$ cat src/rtl/rr_rsp_router.sv
// rr_rsp_router: routes in-order downstream responses back to the port whose grant
// was recorded in a tag FIFO, via a one-entry output register with back-to-back reload.
module rr_rsp_router #(
    parameter int PORT_NUM   = 16,
    parameter int DATA_WIDTH = 32,
    parameter int DEPTH      = 8
) (
    input  logic                         clk,
    input  logic                         rst,
    input  logic                         issue_vld,
    input  logic [$clog2(PORT_NUM)-1:0]  issue_port,
    output logic                         issue_rdy,
    input  logic                         rsp_vld,
    input  logic [DATA_WIDTH-1:0]        rsp_data,
    output logic                         rsp_rdy,
    output logic [PORT_NUM-1:0]          port_vld,
    output logic [DATA_WIDTH-1:0]        port_data,
    input  logic [PORT_NUM-1:0]          port_rdy,
    output logic [$clog2(DEPTH+1)-1:0]   outstanding,
    output logic                         err_ovf
);
    localparam int PW = $clog2(PORT_NUM);
    localparam int AW = $clog2(DEPTH);
    localparam int CW = $clog2(DEPTH+1);

    typedef enum logic {IDLE, HOLD} state_e;

    state_e                state_q, state_d;
    logic [PW-1:0]         fifo_q [DEPTH];
    logic [AW-1:0]         wr_ptr_q, wr_ptr_d, rd_ptr_q, rd_ptr_d;
    logic [CW-1:0]         cnt_q, cnt_d;
    logic [PW-1:0]         out_port_q, out_port_d;
    logic [DATA_WIDTH-1:0] data_q, data_d;
    logic                  err_q, err_d;
    logic                  full, hold, out_rdy, push, pop;

    // Readiness depends on registered state only; port_rdy feeds rsp_rdy alone.
    always_comb begin
        full        = (cnt_q == CW'(DEPTH));
        hold        = (state_q == HOLD);
        out_rdy     = port_rdy[out_port_q];
        issue_rdy   = !full;
        rsp_rdy     = (cnt_q != '0) && (!hold || out_rdy);
        push        = issue_vld && !full;
        pop         = rsp_vld && rsp_rdy;
        wr_ptr_d    = push ? wr_ptr_q + AW'(1) : wr_ptr_q;
        rd_ptr_d    = pop ? rd_ptr_q + AW'(1) : rd_ptr_q;
        cnt_d       = cnt_q + CW'(push) - CW'(pop);
        err_d       = err_q || (issue_vld && full);
        state_d     = pop ? HOLD : (hold && out_rdy) ? IDLE : state_q;
        out_port_d  = pop ? fifo_q[rd_ptr_q] : out_port_q;
        data_d      = pop ? rsp_data : data_q;
        port_vld    = hold ? (PORT_NUM'(1) << out_port_q) : '0;
        port_data   = data_q;
        outstanding = cnt_q + CW'(hold);
        err_ovf     = err_q;
    end

    always_ff @(posedge clk or posedge rst) begin
        if (rst) begin
            state_q    <= IDLE;
            wr_ptr_q   <= '0;
            rd_ptr_q   <= '0;
            cnt_q      <= '0;
            out_port_q <= '0;
            data_q     <= '0;
            err_q      <= 1'b0;
        end else begin
            state_q    <= state_d;
            wr_ptr_q   <= wr_ptr_d;
            rd_ptr_q   <= rd_ptr_d;
            cnt_q      <= cnt_d;
            out_port_q <= out_port_d;
            data_q     <= data_d;
            err_q      <= err_d;
        end
    end

    // Tag storage needs no reset: entries are only read after being written.
    always_ff @(posedge clk) begin
        if (push) fifo_q[wr_ptr_q] <= issue_port;
    end
endmodule

$ cat config.mk
export PLATFORM = sky130hd
export DESIGN_NAME = rr_rsp_router
export DESIGN_NICKNAME = d
export VERILOG_FILES = /design/src/rtl/rr_rsp_router.sv
export SDC_FILE = /design/constraint.sdc
export NUM_CORES = 1
export LEC_CHECK = 0
export BUFFER_PORTS_ARGS = -buffer_cell sky130_fd_sc_hd__buf_2
export CORE_UTILIZATION = 25
export DETAILED_ROUTE_END_ITERATION = 8
export GPL_TIMING_DRIVEN = 0
export PLACE_DENSITY = 0.52
export REMOVE_ABC_BUFFERS = 1
export SLEW_MARGIN = 40
export SYNTH_ARGS = -nofsm -noshare
export SYNTH_HDL_FRONTEND = slang
export SYNTH_SLANG_ARGS = --single-unit
$ cat constraint.sdc
create_clock -name clk -period 2.95 [get_ports clk]
set_clock_uncertainty 0.2 [all_clocks]
set_input_delay 0.4425 -clock clk [delete_from_list [all_inputs] [get_ports clk]]
set_output_delay 0.4425 -clock clk [all_outputs]
set_load 0.01 [all_outputs]
==> qor.txt <==
Worst-margin pin slew = 0.602 ns
Synth Register Bits = 80
Hpwl dp = 5340 um
CP peak stage delay = 0.54 ns
Share of cells above drive strength 1 = 0.525
Die area = 14700 um2
Status = finished, final reports clean
CP delay by family, top = adder cells
Worst ir drop on vdd = 0.266 mV
Adder-cell share of the synthesized area = 0.0443
CP Max Fanout = 10
IO Pins = 111
Drt first pass iters = 4
Num CTS Buffers = 9
DR vias/cell = 4.34
Clk buf depth = 2
GP Congestion = 0.731
Seq/Total Area, Yosys = 0.607
Startpoint type of the worst setup path = flip-flop
First-pass GRT wire length = 11300 um
Yosys warnings = 0
Crit-path cells = mux4_2 > o211ai_2 > a31oi_4 > ha_1 > inv_1 > ha_1 > fa_1 > xor2_1
Max H-tree Level = 3
Max Clk Rate = 0.356 GHz
CTS root buf = clkbuf_16
GRT Resource Usage Total = 0.102
Simple-Gate Fraction of Synth Area = 0.0647
Cell Area, Synth = 3560 um2
Ant diodes = 0
Wire per inst = 13.2 um
Crit path kind = reg2reg
Crit. End Element = flip-flop
Critical Path RT = 2.96 ns
Post-synthesis mux area share = 0.210
Initial core utilization = 0.256
Number of distinct library cells after synthesis = 33
Final period demand of the worst path = 2.81 ns
WHS = 0.140 ns
CP max-delay cell = mux4_2
Die Width = 121 um
Cell accounting for the most synthesized area = dfrtp_1
Routed Antenna Nets = 0
Slew HR = 0.595
DRT iter0 DRCs = 118
Port buffer count = 110
Pre-CTS setup slack = -0.259 ns
Final hold vios = 0
Final period util = 0.951
RSZ-0062 raised after global routing = false
CTS tree = done
Leak Pwr = 2.06 nW
PwrDens = 1120 nW/um2
Avg Cell Area, Syn = 15.0 um2
Area fraction in compound gates after synthesis = 0.0285
FP Rows = 43
Clock transition at the registers of the reported paths = 0.06 ns
Synth Area in XOR/XNOR = 0.0172
Initial antenna violation count = 0
Overflow after GRT = 0
Largest family of logic cells by synthesized area = multiplexers
Buf/Inv on CP = 1
Detailed Route WL = 7100 um
Clock Sinks = 80
Routed via count = 2334
Core area = 13900 um2
Area delta synth->final = 32.0%
Largest net degree at the start of global routing = 39
Most used cell, CP = ha_1
Final setup margin = 0.145 ns
Max-cap viol count = 0
Synth top area cells = dfrtp_1 34%, edfxtp_1 27%, mux2_2 10%
Worst Hold Class = in2reg
Fillers = 1375
Worst EP arrival = 2.82 ns
Fin. max-slew vios = 0
Residual DRC count = 0
Pwr Total = 5.25 mW
Vias in the first global route = 2244
Finish-stage setup viols = 0
Syn Inst Count = 237
Die Y = 121 um
Synth top area share = 0.337
Clk_lat worst skew = 0.33 ns
Nets@finish = 421
-- worst register-to-register path: stages (launching register included) --
cell,delay [ns]
dfrtp_2,0.46
mux4_2,0.54
o211ai_2,0.26
a31oi_4,0.15
ha_1,0.30
inv_1,0.04
ha_1,0.19
fa_1,0.40
xor2_1,0.16
-- logic make-up (layout without fill, tap and decap cells) --
logic type,after synthesis,in the layout
flip-flops,80,80
multiplexers,55,55
AND/OR/NAND/NOR,51,51
buffers and inverters,19,140
AO/OA/AOI/OAI,13,13
adder cells (fa/ha/maj),12,12
XOR/XNOR,7,7
-- repair_timing --
item                                    4_1_cts  5_1_grt
setup buffers                                 2        0
hold endpoints to repair                     10        0
resized for setup                             2        0
endpoints found under the setup margin        4        0
hold buffers                                  1        0
-- layout make-up --
type | instances | area, um2 | area share
Tap cell | 180 | 225 | 0.0479
Clock inverter | 6 | 108 | 0.0229
Clock buffer | 10 | 229 | 0.0487
Sequential cell | 80 | 2160 | 0.461
Inverter | 8 | 32.5 | 0.00693
Multi-Input combinational cell | 138 | 1310 | 0.279
Timing Repair Buffer | 116 | 626 | 0.133
-- layout by cell type, fill, tap and decap left out, types with 7 or more instances in the layout --
cell type / n
buf_2: 110
dfrtp_1: 46
mux2_2: 32
edfxtp_1: 32
nor2_1: 20
nand2_1: 13
ha_1: 11
mux4_2: 10
clkbuf_16: 9
inv_1: 7
-- power breakdown --
| part | switching [mW] | internal, mW | leakage, nW |
|---|---|---|---|
| Combinational | 0.971 | 1.11 | 1.05 |
| Sequential | 0.338 | 1.58 | 0.848 |
| Clock | 0.422 | 0.823 | 0.162 |
-- layer usage --
layer,share of wire,vias up,GRT usage
met5,0,-,0
met4,0.017,0,0.0440
met3,0.067,10,0.0348
met2,0.48,83,0.164
met1,0.43,1155,0.124
li1,-,1086,-
-- flip-flops by register name, summed over array words and instances (netlist names) --
signal,count
cnt_q,4
err_ovf,1
fifo_q,32
hold,1
out_port_q,4
port_data,32
rd_ptr_q,3
wr_ptr_q,3
-- per-stage QoR --
stage               TNS [ns]  std cells  cell area (um2)   util
floorplan             -55.60        226             3490      -
global placement     -103.96        516             4270  0.307
detailed placement    -0.556        519             4330  0.312
CTS                        0        538             4700  0.338
global route               0        538             4700  0.338
finish                     0        538             4700  0.338
-- Yosys cell counts (all sizes together) --
master,n
dfrtp,48
nor2,20
nand3b,2
a31oi,3
a21oi,4
or3b,1
o311ai,1
clkbuf,2
mux2i,6
nand2b,3
mux4,10
a21o,1
a31o,1
nand2,13
edfxtp,32
o211ai,1
inv,8
xnor2,2
ha,11
or2,2
mux2,39
o2bb2a,1
a21boi,1
fa,1
and3,1
buf,9
nor3,6
nand3,3
xor2,5
-- worst paths after layout --
kind	from	endpoint	slack, ns	cells after the start
max reg2reg	out_port_q[0]$_DFFE_PP0P_	cnt_q[2]$_DFF_PP0_	0.14	8
max	out_port_q[0]$_DFFE_PP0P_	cnt_q[2]$_DFF_PP0_	0.14	8
max in group asynchronous	rst	out_port_q[1]$_DFFE_PP0P_	1.73	4
min	rsp_data[27]	port_data[27]$_DFFE_PP0P_	0.14	2
min in group asynchronous	rst	port_data[10]$_DFFE_PP0P_	0.36	3
min reg2reg	err_ovf$_DFF_PP0_	err_ovf$_DFF_PP0_	0.26	1
Power figures use the tool's default switching activity.
